[config.mk]
export PLATFORM = sky130hd
export DESIGN_NAME = booth_feeder
export DESIGN_NICKNAME = d
export VERILOG_FILES = /design/src/rtl/booth_pkg.sv /design/src/rtl/booth_operand_fifo.sv /design/src/rtl/booth_feeder.sv
export SDC_FILE = /design/constraint.sdc
export NUM_CORES = 1
export LEC_CHECK = 0
export BUFFER_PORTS_ARGS = -buffer_cell sky130_fd_sc_hd__clkbuf_2
export CAP_MARGIN = 15
export CORE_ASPECT_RATIO = 1.5
export CORE_MARGIN = 5
export CORE_UTILIZATION = 35
export DETAILED_ROUTE_END_ITERATION = 16
export GPL_TIMING_DRIVEN = 0
export PLACE_DENSITY_LB_ADDON = 0.15
export SETUP_SLACK_MARGIN = 0.2
export SYNTH_ARGS = -nofsm -noshare
export SYNTH_HDL_FRONTEND = slang
export SYNTH_SLANG_ARGS = --single-unit
[constraint.sdc]
create_clock -name clk -period 4.37 [get_ports clk]
set_clock_uncertainty 0.15 [all_clocks]
set_input_delay 0.874 -clock clk [delete_from_list [all_inputs] [get_ports clk]]
set_output_delay 0.874 -clock clk [all_outputs]
set_load 0.01 [all_outputs]
[src/rtl/booth_pkg.sv]
// Shared defaults and FSM state encoding for the Booth multiplier operand feeder.
package booth_pkg;

  localparam int BOOTH_N_DEFAULT       = 8;
  localparam int BOOTH_DEPTH_DEFAULT   = 2;
  localparam int BOOTH_TIMEOUT_DEFAULT = 64;

  typedef enum logic [2:0] {
    ST_IDLE   = 3'd0,
    ST_START  = 3'd1,
    ST_LOAD_M = 3'd2,
    ST_LOAD_Q = 3'd3,
    ST_WAIT   = 3'd4,
    ST_RESP   = 3'd5
  } feeder_state_e;

endpackage

[src/rtl/booth_operand_fifo.sv]
// Small power-of-two operand-pair queue; push is ignored when full, pop when empty.
module booth_operand_fifo #(
  parameter int W     = 16,
  parameter int DEPTH = 2
) (
  input  logic                       clk,
  input  logic                       reset,
  input  logic                       push_i,
  input  logic [W-1:0]               data_i,
  input  logic                       pop_i,
  output logic [W-1:0]               head_o,
  output logic                       full_o,
  output logic                       empty_o,
  output logic [$clog2(DEPTH):0]     count_o
);

  localparam int AW = $clog2(DEPTH);
  localparam int CW = AW + 1;

  logic [W-1:0]  mem_q [DEPTH];
  logic [AW-1:0] wr_ptr_q;
  logic [AW-1:0] rd_ptr_q;
  logic [CW-1:0] count_q;
  logic          do_push_s;
  logic          do_pop_s;

  assign full_o    = (count_q == CW'(DEPTH));
  assign empty_o   = (count_q == {CW{1'b0}});
  assign count_o   = count_q;
  assign head_o    = mem_q[rd_ptr_q];
  assign do_push_s = push_i && !full_o;
  assign do_pop_s  = pop_i && !empty_o;

  // Storage array: contents are don't-care until written, so no reset.
  always_ff @(posedge clk) begin
    if (do_push_s) begin
      mem_q[wr_ptr_q] <= data_i;
    end
  end

  // Pointers wrap naturally because DEPTH is a power of two.
  always_ff @(posedge clk) begin
    if (reset) begin
      wr_ptr_q <= {AW{1'b0}};
      rd_ptr_q <= {AW{1'b0}};
      count_q  <= {CW{1'b0}};
    end else begin
      if (do_push_s) begin
        wr_ptr_q <= wr_ptr_q + AW'(1'b1);
      end else begin
        wr_ptr_q <= wr_ptr_q;
      end
      if (do_pop_s) begin
        rd_ptr_q <= rd_ptr_q + AW'(1'b1);
      end else begin
        rd_ptr_q <= rd_ptr_q;
      end
      case ({do_push_s, do_pop_s})
        2'b10:   count_q <= count_q + CW'(1'b1);
        2'b01:   count_q <= count_q - CW'(1'b1);
        default: count_q <= count_q;
      endcase
    end
  end

endmodule

[src/rtl/booth_feeder.sv]
// Queues operand pairs and sequences them onto a shared-bus Booth multiplier core.
// Optional WAIT-state abort is built only when BOOTH_FEEDER_TIMEOUT_EN is defined.
module booth_feeder
  import booth_pkg::*;
#(
  parameter int N              = BOOTH_N_DEFAULT,
  parameter int DEPTH          = BOOTH_DEPTH_DEFAULT,
  parameter int TIMEOUT_CYCLES = BOOTH_TIMEOUT_DEFAULT
) (
  input  logic           clk,
  input  logic           reset,
  input  logic           in_valid,
  output logic           in_ready,
  input  logic [N-1:0]   in_m,
  input  logic [N-1:0]   in_q,
  output logic           core_start,
  output logic [N-1:0]   core_data,
  input  logic           core_done,
  input  logic [2*N-1:0] core_ans,
  output logic           out_valid,
  input  logic           out_ready,
  output logic [2*N-1:0] out_ans,
  output logic           out_err,
  output logic           busy
);

  localparam int CW = $clog2(DEPTH) + 1;

  feeder_state_e  state_q, state_d;
  logic [N-1:0]   m_q, m_d;
  logic [N-1:0]   q_q, q_d;
  logic [2*N-1:0] out_ans_q, out_ans_d;
  logic           out_valid_q, out_valid_d;
  logic           core_start_q, core_start_d;
  logic [N-1:0]   core_data_q, core_data_d;
  logic           busy_q, busy_d;

  logic           push_s;
  logic           pop_s;
  logic           fifo_full_s;
  logic           fifo_empty_s;
  logic [2*N-1:0] fifo_head_s;
  logic [CW-1:0]  fifo_count_s;
  logic [CW-1:0]  count_next_s;

`ifdef BOOTH_FEEDER_TIMEOUT_EN
  localparam int TW = $clog2(TIMEOUT_CYCLES + 1);
  logic [TW-1:0] tcnt_q, tcnt_d;
  logic          out_err_q, out_err_d;
  logic          timeout_s;
  assign timeout_s = (tcnt_q == TW'(TIMEOUT_CYCLES - 1));
  assign out_err   = out_err_q;
`else
  assign out_err   = 1'b0;
`endif

  assign in_ready     = !fifo_full_s;
  assign push_s       = in_valid && !fifo_full_s;
  assign count_next_s = fifo_count_s + {{(CW-1){1'b0}}, push_s} - {{(CW-1){1'b0}}, pop_s};

  booth_operand_fifo #(
    .W     (2*N),
    .DEPTH (DEPTH)
  ) u_fifo (
    .clk     (clk),
    .reset   (reset),
    .push_i  (push_s),
    .data_i  ({in_m, in_q}),
    .pop_i   (pop_s),
    .head_o  (fifo_head_s),
    .full_o  (fifo_full_s),
    .empty_o (fifo_empty_s),
    .count_o (fifo_count_s)
  );

  // Sequencer next state; the head pair is captured into issue registers on pop.
  always_comb begin
    state_d   = state_q;
    m_d       = m_q;
    q_d       = q_q;
    out_ans_d = out_ans_q;
    pop_s     = 1'b0;
`ifdef BOOTH_FEEDER_TIMEOUT_EN
    out_err_d = out_err_q;
    tcnt_d    = tcnt_q;
`endif
    case (state_q)
      ST_IDLE: begin
        if (!fifo_empty_s) begin
          pop_s   = 1'b1;
          m_d     = fifo_head_s[2*N-1:N];
          q_d     = fifo_head_s[N-1:0];
          state_d = ST_START;
        end else begin
          state_d = ST_IDLE;
        end
      end
      ST_START:  state_d = ST_LOAD_M;
      ST_LOAD_M: state_d = ST_LOAD_Q;
      ST_LOAD_Q: begin
        state_d = ST_WAIT;
`ifdef BOOTH_FEEDER_TIMEOUT_EN
        tcnt_d  = {TW{1'b0}};
`endif
      end
      ST_WAIT: begin
        if (core_done) begin
          out_ans_d = core_ans;
          state_d   = ST_RESP;
`ifdef BOOTH_FEEDER_TIMEOUT_EN
          out_err_d = 1'b0;
        end else if (timeout_s) begin
          out_ans_d = {(2*N){1'b0}};
          out_err_d = 1'b1;
          state_d   = ST_RESP;
        end else begin
          tcnt_d    = tcnt_q + TW'(1'b1);
          state_d   = ST_WAIT;
        end
`else
        end else begin
          state_d   = ST_WAIT;
        end
`endif
      end
      ST_RESP: begin
        if (out_ready) begin
          state_d = ST_IDLE;
        end else begin
          state_d = ST_RESP;
        end
      end
      default: state_d = ST_IDLE;
    endcase
  end

  // Outputs are decoded from the next state so they leave the block registered.
  always_comb begin
    core_start_d = (state_d == ST_START);
    out_valid_d  = (state_d == ST_RESP);
    busy_d       = (state_d != ST_IDLE) || (count_next_s != {CW{1'b0}});
    case (state_d)
      ST_START, ST_LOAD_M: core_data_d = m_d;
      ST_LOAD_Q, ST_WAIT:  core_data_d = q_d;
      default:             core_data_d = {N{1'b0}};
    endcase
  end

  // State, issue and output registers.
  always_ff @(posedge clk) begin
    if (reset) begin
      state_q      <= ST_IDLE;
      m_q          <= {N{1'b0}};
      q_q          <= {N{1'b0}};
      out_ans_q    <= {(2*N){1'b0}};
      out_valid_q  <= 1'b0;
      core_start_q <= 1'b0;
      core_data_q  <= {N{1'b0}};
      busy_q       <= 1'b0;
    end else begin
      state_q      <= state_d;
      m_q          <= m_d;
      q_q          <= q_d;
      out_ans_q    <= out_ans_d;
      out_valid_q  <= out_valid_d;
      core_start_q <= core_start_d;
      core_data_q  <= core_data_d;
      busy_q       <= busy_d;
    end
  end

`ifdef BOOTH_FEEDER_TIMEOUT_EN
  // WAIT-state abort counter and error flag.
  always_ff @(posedge clk) begin
    if (reset) begin
      tcnt_q    <= {TW{1'b0}};
      out_err_q <= 1'b0;
    end else begin
      tcnt_q    <= tcnt_d;
      out_err_q <= out_err_d;
    end
  end
`endif

  assign core_start = core_start_q;
  assign core_data  = core_data_q;
  assign out_valid  = out_valid_q;
  assign out_ans    = out_ans_q;
  assign busy       = busy_q;

endmodule

== Yosys cells after proc, flatten, opt, wreduce, memory -nomap -nowiden ==
Memory sizes are Yosys's and may differ from the RTL's. A register that Yosys moved wholly into a read port is not among the register bits.
Cells that the tools add are included.
Storage, ports and cells
  register bits after elaboration: 50
  bits in latches: 0
  bits in writable memories: 32
  bits in read-only memories: 0
  input bits: 37
  output and inout port bits: 29
  logic and storage cells: 61
  memories kept: 1
Cells by class
  add/subtract/negate cells: 6
  multipliers: 0
  div/mod/pow operators: 0
  $lt $le $gt $ge: 0
  equal/unequal tests: 13
  shift operators: 0
  muxes and demuxes: 16
  bitwise gates (word level): 0
  reduce and logical (&&, ||, !) cells: 14
Memories
  u_fifo.mem_q: words 2, width 16, rd ports 1, clocked after memory_dff 1, wr ports 1, line booth_operand_fifo.sv:20  | logic [W-1:0] mem_q [DEPTH];
Operator list (count)
  $mux 8: 4
  $pmux 3 s6: 1
  $pmux 8 s2: 1
  $eq 3x2->1 const B: 4
  $eq 3x3->1 const B: 4
  $mux 1: 8
  $eq 3x1->1 const B: 2
  $eq 2x2->1 const B: 2
  $pmux 2 s2: 1
  $reduce_bool 2->1: 2
  $reduce_or 2->1: 2
  $logic_and 1x1->1: 3
  $logic_not 3->1: 1
  $mux 3: 1
  $reduce_bool 3->1: 1
  $add 1x1->1 const B: 2
  $add 2x1->2: 1
  $add 2x1->2 const B: 1
  $eq 2x1->1 const B: 1
  $logic_not 1->1: 2
  $logic_not 2->1: 1
  $reduce_and 2->1: 1
  $sub 2x1->2: 1
  $sub 2x1->2 const B: 1
  $logic_or 1x1->1: 1

== Depth between registers and ports, before layout ==
Gate-level depths: netlist (run 1).
  depth after elaboration: 7
  depth in mapped cells: 12
  gate-level depth less buffers: 9

== Cells and area by module ==
From an unflattened synthesis (run 1), not the netlist that was laid out.
Unflattened totals
  cell total of the unflattened synthesis: 262
  area total of the unflattened synthesis: 3129.3 um^2
Modules (own cells, without submodules)
  booth_feeder: times used 1, cells an instance 186, area an instance 1754.2 um^2, seq. area each 920.9 um^2
  booth_operand_fifo: times used 1, cells an instance 76, area an instance 1375.1 um^2, seq. area each 1061.0 um^2

== Least setup slack after synthesis (run 1) ==
OpenSTA, ideal clock, no wires.
  path kind: reg-to-reg
  start: reg state_q[1]
  end: reg busy_q (netlist: busy)
  setup time: 0.070 ns
  data arrival time: 2.085 ns
  required time: 4.150 ns
  setup slack: 2.065 ns
  cell stages (with the launch flop): 13
  path buffers: 3
  clock period less this slack: 2.305 ns
  cell sequence: dfxtp_1 buf_6 or3_4 buf_6 nor2_8 buf_12 ha_1 inv_1 ha_1 xnor2_1 xnor2_1 nor2_1 a21oi_1
Between the ends
  longest elaborated chain between the ends: 5
  elaborated cells on any way between the ends: 12
  classes of those cells: add/sub: 1; eq/ne: 5; mux: 2; reduce/logical: 4
RTL lines
  start: declaration: line booth_feeder.sv:29  | feeder_state_e state_q, state_d;
  start signal: assignment: line booth_feeder.sv:161  | state_q <= state_d;
  $logic_not 3->1: line booth_feeder.sv:87  | case (state_q)
  $mux 1: line booth_feeder.sv:87
  $sub 2x1->2: line booth_feeder.sv:59  | assign count_next_s = fifo_count_s + {{(CW-1){1'b0}}, push_s} - {{(CW-1){1'b0}}, pop_s};
  $reduce_bool 2->1: line booth_feeder.sv:141  | busy_d = (state_d != ST_IDLE) || (count_next_s != {CW{1'b0}});
  $logic_or 1x1->1 *: line booth_feeder.sv:141
  end signal: assignment: line booth_feeder.sv:168  | busy_q <= busy_d;
  end: declaration: line booth_feeder.sv:36  | logic busy_q, busy_d;
Mark *: on every way between the ends. The rest lies on a longest branch, timed or not.
A chain may end at the register's enable or synchronous reset.

== Final worst setup path (run 1) ==
Same ends and word-level chain as after synthesis.

==> run_results.csv, run 1 <==
group,metric,value,unit
outcome,status,"finished, final reports clean",
floorplan,die_y,125,um
floorplan,num_rows,42,
global_routing,grt-ovfl-total,0,
timing,rsz0062_at_grt,"false",
floorplan,die_w,86.7,um
min_path,min_path_type,"register to register",
global_routing,antenna_found_initial,0,
critical_path,crit_arrival,2600,ps
routing,dr_total_vias,2040,
floorplan,initial_utilization,0.354,
place,numPortBuffers,63,
routing,totalWireLength,6260,um
logic_synthesis,synthFlopType,"dfxtp_1",
floorplan,core-area,0.00872,mm2
timing,setup-tns-final,0,ps
routing,wl_per_cell,14.0,um
logic_synthesis,ys_ff_latch,83,
floorplan,io_pins,66,
final_layout,multi_input_area,986,um2
clock_tree,cts_buffers,9,
logic_synthesis,synth_area_leaders,"dfxtp_1 (33%), edfxtp_1 (31%), mux2_2 (5.8%)",
routing,first_iter_violations,47,
timing,relSlewSlack,0.446,
run,drv_cap,0,
timing,period_needed,2500,ps
final_layout,fill_cells,885,
logic_synthesis,synth_area_per_cell,12.0,um2
power_and_ir_drop,p_leak,0.00152,uW
clock_tree,clock_latency,330,ps
global_routing,grt_pass1_wl,10300,um
logic_synthesis,synth_nets,298,
routing,routed_via_density,4.55,
logic_synthesis,synth_edf_count,32,
logic_synthesis,synth_top_area_frac,0.330,
global_routing,gr-usage-all-layers,0.125,
logic_synthesis,yosys.area.top_type,"dfxtp_1",
routing,drt_first_pass_iters,4,
critical_path,end_kind,"register",
clock_tree,cts_tree,"yes",
power_and_ir_drop,power.total,2590,uW
logic_synthesis,ys_types,33,
timing,finalSetupViolations,0,
logic_synthesis,synthCells,258,
timing,tightest_slew,830,ps
routing,drc_errors,0,
clock_tree,cts_setup_buffers,0,
critical_path,worstSetupPathType,"register to register",
logic_synthesis,yosys_warnings,0,
timing,hold_violations,0,
clock_tree,holdBufCountCts,0,
final_layout,regArea,0.00198,mm2
clock_tree,clock_path_buffers,2,
logic_synthesis,synthArstFlopShare,0,
clock_tree,cts_resized,0,
floorplan,die-area,0.0108,mm2
clock_tree,clkTransAtPathRegs,60,ps
final_layout,diodes,0,
clock_tree,htreeDepth,3,
clock_tree,cts_sinks,83,
power_and_ir_drop,peakVddDrop,0.000297,V
final_layout,syn_to_final_growth,24.0,%
global_routing,grt_pass1_vias,2117,
final_layout,fin_util,0.439,
power_and_ir_drop,p_per_area,676,mW/mm2
logic_synthesis,yosysSeqAreaShare,0.641,
place,gp_congestion,0.691,
critical_path,crit_path_max_fanout,11,
global_routing,grt_max_degree,17,
critical_path,critPathLaunchType,"register",
timing,fmaxAchievable,401,MHz
timing,slew_viol_final,0,
logic_synthesis,netlist_area,0.00309,mm2
final_layout,drive_gt1_frac,0.299,
routing,ant_nets,0,
final_layout,fin_nets,373,
timing,finalCritPeriodShare,0.571,
place,detailed_place_hpwl,4540,um
critical_path,required,4470,ps
clock_tree,clockRootBuffer,"clkbuf_16",
[final timing paths]
check,from,to,slack (ps),cells past startpoint
max reg2reg,state_q[1],busy,1870,12
max,state_q[1],busy,1870,12
min reg2reg,out_ans[9],out_ans[9],300,2
min,out_ans[9],out_ans[9],300,2
[cells in the mapped netlist (2+ instances only)]
cell and instances:
a21o_1 2, a21oi_1 19, and3_1 2, buf_6 3, clkbuf_1 12, dfxtp_1 51, edfxtp_1 32, ha_1 3
inv_1 4, mux2_2 16, mux2i_1 17, nand2_1 35, nand2b_1 2, nor2_1 25, nor2b_1 2, nor3_1 4
o22ai_1 8, xnor2_1 5, xor2_1 2
[layer usage]
metal	share of wire	GRT usage
met1	0.39	0.134
met2	0.51	0.210
met3	0.074	0.0566
met4	0.020	0.0523
met5	0	0
[cell type report]
| cell class | count | area share |
|---|---|---|
| Sequential cell | 83 | 0.517 |
| Multi-Input combinational cell | 153 | 0.257 |
| Timing Repair Buffer | 64 | 0.0852 |
| Clock buffer | 14 | 0.0689 |
| Tap cell | 110 | 0.0359 |
| Buffer | 18 | 0.0287 |
| Inverter | 4 | 0.00392 |
| Clock inverter | 2 | 0.00261 |
[state kept, by name (all words and copies together), names as in the netlist, 2 cells and up, named ones only]
register and flops:
core_data 8, u_fifo.count_o 2, out_ans 16, m_q 8, q_q 8, state_q 3, u_fifo.mem_q 32
[cells by family (layout without fill, tap and decap cells)]
logic type	count (synthesis)	count (layout)	share of synthesized area
flops	83	83	0.641
simple gates	75	75	0.108
compound gates	34	34	0.0640
mux	33	33	0.113
buf+inv	22	102	0.0405
xor+xnor	7	7	0.0198
fa+ha+maj	3	3	0.0121
other cells	1	1	0.00121
[through the flow]
stage | instance area [um2] | hold WS, ps | setup WS [ps] | cells
2_1_floorplan | 3090 | 306 | 2060 | 258
3_3_place_gp | 3540 | 292 | 1460 | 431
3_5_place_dp | 3560 | 299 | 1850 | 432
4_1_cts | 3830 | 308 | 1830 | 448
5_1_grt | 3830 | 328 | 1700 | 448
6_report | 3830 | 305 | 1870 | 448
[placed cells by master, fill, tap and decap left out, drive strengths merged, types with 3 or more instances in the layout]
cell type,Yosys,layout
dfxtp,51,51
ha,3,3
nor2,26,26
o22ai,8,8
nand2,35,35
mux2,16,16
buf,6,7
clkbuf,12,89
nor3,4,4
a21oi,19,19
inv,4,4
xnor2,5,5
edfxtp,32,32
mux2i,17,17
[power by group]
part	leakage [uW]	internal, uW	total, uW	switching [uW]
logic	0.000667	409	882	473
clock network	0.000137	414	688	273
registers	0.000715	978	1020	43.1
total	0.00152	1800	2590	790
[critical path, stage by stage, from the launching register on]
cell     delay [ps]
dfxtp_1         300
buf_6           130
or3_4           380
buf_6           140
nor2_8          220
buf_12          190
ha_1            230
inv_1            60
ha_1            150
xnor2_1         130
xnor2_1         140
nor2_1           50
a21oi_1         150
No activity file was read; power rests on OpenSTA's default activity.
==> inputs of run 2 (changes only) <==
==> constraint.sdc (replaced) <==
create_clock -name clk -period 2.6 [get_ports clk]
set_clock_uncertainty 0.15 [all_clocks]
set_input_delay 0.52 -clock clk [delete_from_list [all_inputs] [get_ports clk]]
set_output_delay 0.52 -clock clk [all_outputs]
set_load 0.01 [all_outputs]
==> run 2 against run 1 <==
  * Power up 73%
  * Sequential share of layout area down 0.65 points
  * Count of clock-buffer cells in the layout unchanged
  * Clock power up 69%
  * Register-to-register slack worse by 1600 ps
  * Flip-flop and latch count unchanged
  * Final area up 1.3%
  * Cell count up 1.1%
  * Combinational power up 81%
  * Die area unchanged
  * Global-route usage unchanged
==> run_results.csv, run 2 (synthesis gave the netlist of run 1 again) <==
group,metric,value,unit
critical_path,crit_arrival,2390,ps
final_layout,final_cell_mix,"clkbuf_2 (64), dfxtp_1 (51), nand2_1 (35), edfxtp_1 (32), nor2_1 (24)",
routing,dr_total_vias,2053,
floorplan,num_rows,42,
timing,finalSetupViolations,0,
final_layout,multi_input_area,996,um2
clock_tree,clock_latency,330,ps
critical_path,worstSetupPathType,"register to register",
power_and_ir_drop,power.share.switching,0.303,
clock_tree,cts_sinks,83,
floorplan,die_y,125,um
timing,setup-tns-final,0,ps
global_routing,grt_max_degree,17,
min_path,min_path_type,"input port to register",
floorplan,io_pins,66,
place,pre_cts_slack,80.1,ps
clock_tree,htreeDepth,3,
routing,routed_via_density,4.53,
timing,whs,224,ps
final_layout,syn_to_final_growth,25.5,%
power_and_ir_drop,pwr-share-clk,0.258,
critical_path,r2r_setup_slack,320,ps
clock_tree,holdBufCountCts,0,
power_and_ir_drop,power.total,4480,uW
timing,relSlewSlack,0.447,
critical_path,required,2700,ps
critical_path,reg2reg_to,"busy",
clock_tree,clockRootBuffer,"clkbuf_16",
power_and_ir_drop,switching_power,1360,uW
routing,drt_first_pass_iters,4,
global_routing,grt_pass1_vias,2119,
floorplan,die-area,0.0108,mm2
final_layout,diodes,0,
routing,drc_errors,0,
global_routing,grt_pass1_wl,10300,um
run,drv_cap,0,
floorplan,initial_utilization,0.354,
timing,slew_viol_final,0,
global_routing,antenna_found_initial,0,
min_path,holdPathStages,1,
critical_path,reg2reg_depth,12,
clock_tree,cts_buffers,9,
routing,totalWireLength,6300,um
place,numPortBuffers,63,
power_and_ir_drop,p_leak,0.00155,uW
outcome,status,"finished, final reports clean",
min_path,min_from,"in_m[7]",
timing,rsz0062_at_grt,"true",
critical_path,end_kind,"register",
place,gp_congestion,0.691,
timing,hold_violations,0,
routing,first_iter_violations,50,
power_and_ir_drop,internal_power,3120,uW
timing,finalCritPeriodShare,0.879,
critical_path,reg2reg_from,"state_q[1]",
final_layout,drive_gt1_frac,0.318,
clock_tree,clkTransAtPathRegs,60,ps
timing,fin_ws,315,ps
final_layout,regArea,0.00198,mm2
floorplan,die_w,86.7,um
timing,period_needed,2280,ps
global_routing,grt-ovfl-total,0,
power_and_ir_drop,seqPwrFrac,0.384,
timing,fmaxAchievable,438,MHz
final_layout,layout_commonest_cell,"clkbuf_2",
clock_tree,clock_path_buffers,2,
floorplan,core-area,0.00872,mm2
routing,ant_nets,0,
min_path,min_to,"u_fifo.mem_q[0][15]",
final_layout,fin_nets,378,
place,detailed_place_hpwl,4540,um
timing,tightest_slew,829,ps
final_layout,largest-register,"u_fifo.mem_q",
power_and_ir_drop,pwr-share-comb,0.358,
routing,wl_per_cell,13.9,um
power_and_ir_drop,p_per_area,1150,mW/mm2
global_routing,gr-usage-all-layers,0.125,
final_layout,largest_reg_flops,32,
clock_tree,cts_tree,"yes",
power_and_ir_drop,peakVddDrop,0.000499,V
critical_path,crit_path_max_fanout,8,
critical_path,critPathLaunchType,"register",
final_layout,fill_cells,888,
[run 2: critical path: stages (launching register included)]
cell and delay (ps):
dfxtp_1 300, buf_6 130, or3_4 380, buf_6 140, nor2_8 110, buf_12 110
ha_1 210, inv_1 60, ha_2 180, xnor2_2 120, xnor2_1 130, nor2_1 50
a21oi_1 140
[run 2: power by group through the flow]
stage               clock, uW  combinational (uW)  sequential [uW]
floorplan                   0                1130             1760
global placement            0                1490             1740
detailed placement          0                1520             1750
CTS                      1200                1540             1720
global route             1260                1790             1740
finish                   1160                1600             1720
[run 2: routing by layer]
| layer | vias up | track usage | wire [um] |
|---|---|---|---|
| met3 | 11 | 0.0566 | 485 |
| met1 | 944 | 0.134 | 2490 |
| li1 | 1044 | - | - |
| met4 | 0 | 0.0523 | 125 |
| met2 | 54 | 0.210 | 3190 |
| met5 | - | 0 | 0 |
[run 2: final cells by class]
type                    count  area share
plain buffers              18      0.0287
well taps                 110      0.0355
clock buffers              14      0.0680
repair buffers             69      0.0938
clock inverters             2     0.00258
flip-flops and latches     83       0.511
inverters                   4     0.00387
multi-input cells         153       0.257
[run 2: timing repair]
item	CTS	global route
pin swaps	1	2
buffers inserted	1	4
endpoints found under the setup margin	1	2
gates cloned	0	0
resized for setup	0	4
[run 2: how the worst max path moves through the flow]
stage	start	endpoint	cells past startpoint
after floorplan	state_q[1]	busy	12
after CTS	state_q[1]	busy	12
final	state_q[1]	busy	12
after global routing	state_q[0]	busy	12
after detailed placement	state_q[1]	busy	12
after global placement	u_fifo.count_o[0]	u_fifo.mem_q[0][1]	4
[run 2: stage by stage]
step,utilization,area (um2),cells
finish,0.445,3880,453
global route,0.445,3880,453
CTS,0.440,3840,449
detailed placement,0.408,3560,432
global placement,0.406,3540,431
floorplan,-,3090,258
==> inputs of run 3 (changes only) <==
--- a/config.mk
+++ b/config.mk
@@ -13,6 +13,7 @@
 export DETAILED_ROUTE_END_ITERATION = 16
 export GPL_TIMING_DRIVEN = 0
 export PLACE_DENSITY_LB_ADDON = 0.15
+export RECOVER_POWER = 25
 export SETUP_SLACK_MARGIN = 0.2
 export SYNTH_ARGS = -nofsm -noshare
 export SYNTH_HDL_FRONTEND = slang
==> run 3 against run 2 <==
  * Utilization decreased by 0.17 points
  * Count of clock-buffer cells in the layout unchanged
  * Clock power about the same
  * Hold slack about the same
  * Die area unchanged
  * Critical path type unchanged
==> run_results.csv, run 3 (synthesis gave the netlist of run 1 again) <==
group,metric,value,unit
outcome,status,"finished, final reports clean",
final_layout,diodes,0,
timing,finalSetupViolations,0,
routing,drt_first_pass_iters,4,
min_path,min_path_type,"input port to register",
global_routing,grt-ovfl-total,0,
routing,highest_layer,"met4",
critical_path,reg2reg_from,"state_q[1]",
routing,dr_total_vias,2048,
clock_tree,clockRootBuffer,"clkbuf_16",
power_and_ir_drop,internal_power,3120,uW
clock_tree,clock_path_buffers,2,
critical_path,crit_path_max_fanout,8,
routing,first_iter_violations,50,
timing,period_needed,2280,ps
routing,totalWireLength,6280,um
final_layout,final_cell_mix,"clkbuf_2 (52), dfxtp_1 (51), nand2_1 (35), edfxtp_1 (32), clkbuf_1 (26)",
global_routing,grt_max_degree,17,
critical_path,r2r_setup_slack,320,ps
routing,drc_errors,0,
critical_path,critical_path.most_common_cell,"buf_6",
clock_tree,cts_buffers,9,
floorplan,io_pins,66,
timing,relSlewSlack,0.448,
power_and_ir_drop,switching_power,1350,uW
critical_path,end_kind,"register",
critical_path,critPathLaunchType,"register",
timing,setup-tns-final,0,ps
timing,tightest_slew,828,ps
global_routing,gr-usage-all-layers,0.125,
place,numPortBuffers,63,
power_and_ir_drop,p_leak,0.00151,uW
critical_path,cp_slowest_cell,"or3_4",
final_layout,drive_gt1_frac,0.283,
floorplan,num_rows,42,
timing,fmaxAchievable,438,MHz
floorplan,initial_utilization,0.354,
clock_tree,clkTransAtPathRegs,60,ps
routing,met3_wirelength,475,um
timing,finalCritPeriodShare,0.879,
final_layout,largest-register,"u_fifo.mem_q",
clock_tree,cts_sinks,83,
final_layout,fill_cells,895,
floorplan,die_y,125,um
clock_tree,holdBufCountCts,0,
critical_path,required,2700,ps
power_and_ir_drop,power.share.switching,0.303,
final_layout,syn_to_final_growth,25.1,%
clock_tree,htreeDepth,3,
critical_path,worstSetupPathType,"register to register",
power_and_ir_drop,pwr-share-comb,0.357,
routing,met1Wirelength,2490,um
floorplan,die-area,0.0108,mm2
clock_tree,clock_latency,330,ps
critical_path,crit_arrival,2390,ps
global_routing,grt_pass1_wl,10300,um
timing,rsz0062_at_grt,"true",
timing,whs,224,ps
global_routing,antenna_found_initial,0,
power_and_ir_drop,seqPwrFrac,0.384,
final_layout,fin_nets,378,
routing,route.met2.wl,3180,um
critical_path,path_cells,"buf_6 > or3_4 > buf_6 > nor2_8 > buf_12 > ha_1 > inv_1 > ha_2 > xnor2_2 > xnor2_1 > nor2_1 > a21oi_1",
clock_tree,cts_tree,"yes",
run,drv_cap,0,
routing,wl_per_cell,13.9,um
critical_path,cp-endpoint,"busy",
floorplan,core-area,0.00872,mm2
routing,routed_via_density,4.52,
critical_path,reg2reg_to,"busy",
timing,slew_viol_final,0,
place,gp_congestion,0.691,
routing,ant_nets,0,
power_and_ir_drop,pwr-share-clk,0.259,
critical_path,crit_start,"state_q[1]",
floorplan,die_w,86.7,um
final_layout,layout_commonest_cell,"clkbuf_2",
critical_path,reg2reg_depth,12,
final_layout,largest_reg_flops,32,
power_and_ir_drop,peakVddDrop,0.000499,V
power_and_ir_drop,p_per_area,1160,mW/mm2
timing,hold_violations,0,
place,detailed_place_hpwl,4540,um
global_routing,grt_pass1_vias,2119,
critical_path,worst_path_largest_cell_delay,380,ps
## run 3: repair_timing
item	4_1_cts	5_1_grt
endpoints found under the setup margin	1	2
buffers inserted	1	4
pin swaps	1	2
gates resized for setup	0	4
## run 3: how the worst min path moves through the flow
stage	from	slack [ps]	cells past startpoint	end
floorplan	m_q[6]	310	2	m_q[6]
global placement	out_ans[14]	290	2	out_ans[14]
detailed placement	out_ans[13]	300	2	out_ans[13]
CTS	in_m[7]	210	1	u_fifo.mem_q[1][15]
global route	in_m[7]	210	1	u_fifo.mem_q[0][15]
finish	in_m[7]	220	1	u_fifo.mem_q[0][15]
## run 3: layout make-up
cell class                      instances  area [um2]  share of cell area
Buffer                                 18         111              0.0288
Clock buffer                           14         264              0.0683
Clock inverter                          2        10.0             0.00259
Inverter                                4        15.0             0.00388
Multi-Input combinational cell        153         996               0.258
Sequential cell                        83        1980               0.513
Tap cell                              110         138              0.0356
Timing Repair Buffer                   69         349              0.0903
## run 3: metrics by stage
step	cell area [um2]	total power, uW	util	instances	setup WS [ps]
final	3860	4470	0.443	453	315
after global routing	3860	4790	0.443	453	195
after CTS	3840	4460	0.440	449	213
after detailed placement	3560	3260	0.408	432	80.1
after global placement	3540	3230	0.406	431	-160
after floorplan	3090	2890	-	258	295
## run 3: worst max-delay path: cells and delay by family (launching register included)
kind                     cells  cell delay, ps
AND/OR/NAND/NOR              3             540
buffers and inverters        4             440
adder cells (fa/ha/maj)      2             390
flip-flops                   1             300
XOR/XNOR                     2             250
AO/OA/AOI/OAI                1             140
## run 3: power by group through the flow
stage | Sequential [uW] | Combinational (uW) | Clock [uW]
after floorplan | 1760 | 1130 | 0
after global placement | 1740 | 1490 | 0
after detailed placement | 1750 | 1520 | 0
after CTS | 1720 | 1540 | 1200
after global routing | 1740 | 1790 | 1260
final | 1720 | 1600 | 1160
## run 3: metal layers
metal	GRT usage	vias to the layer above
li1	-	1045
met1	0.134	938
met2	0.210	54
met3	0.0566	11
met4	0.0523	0
met5	0	-
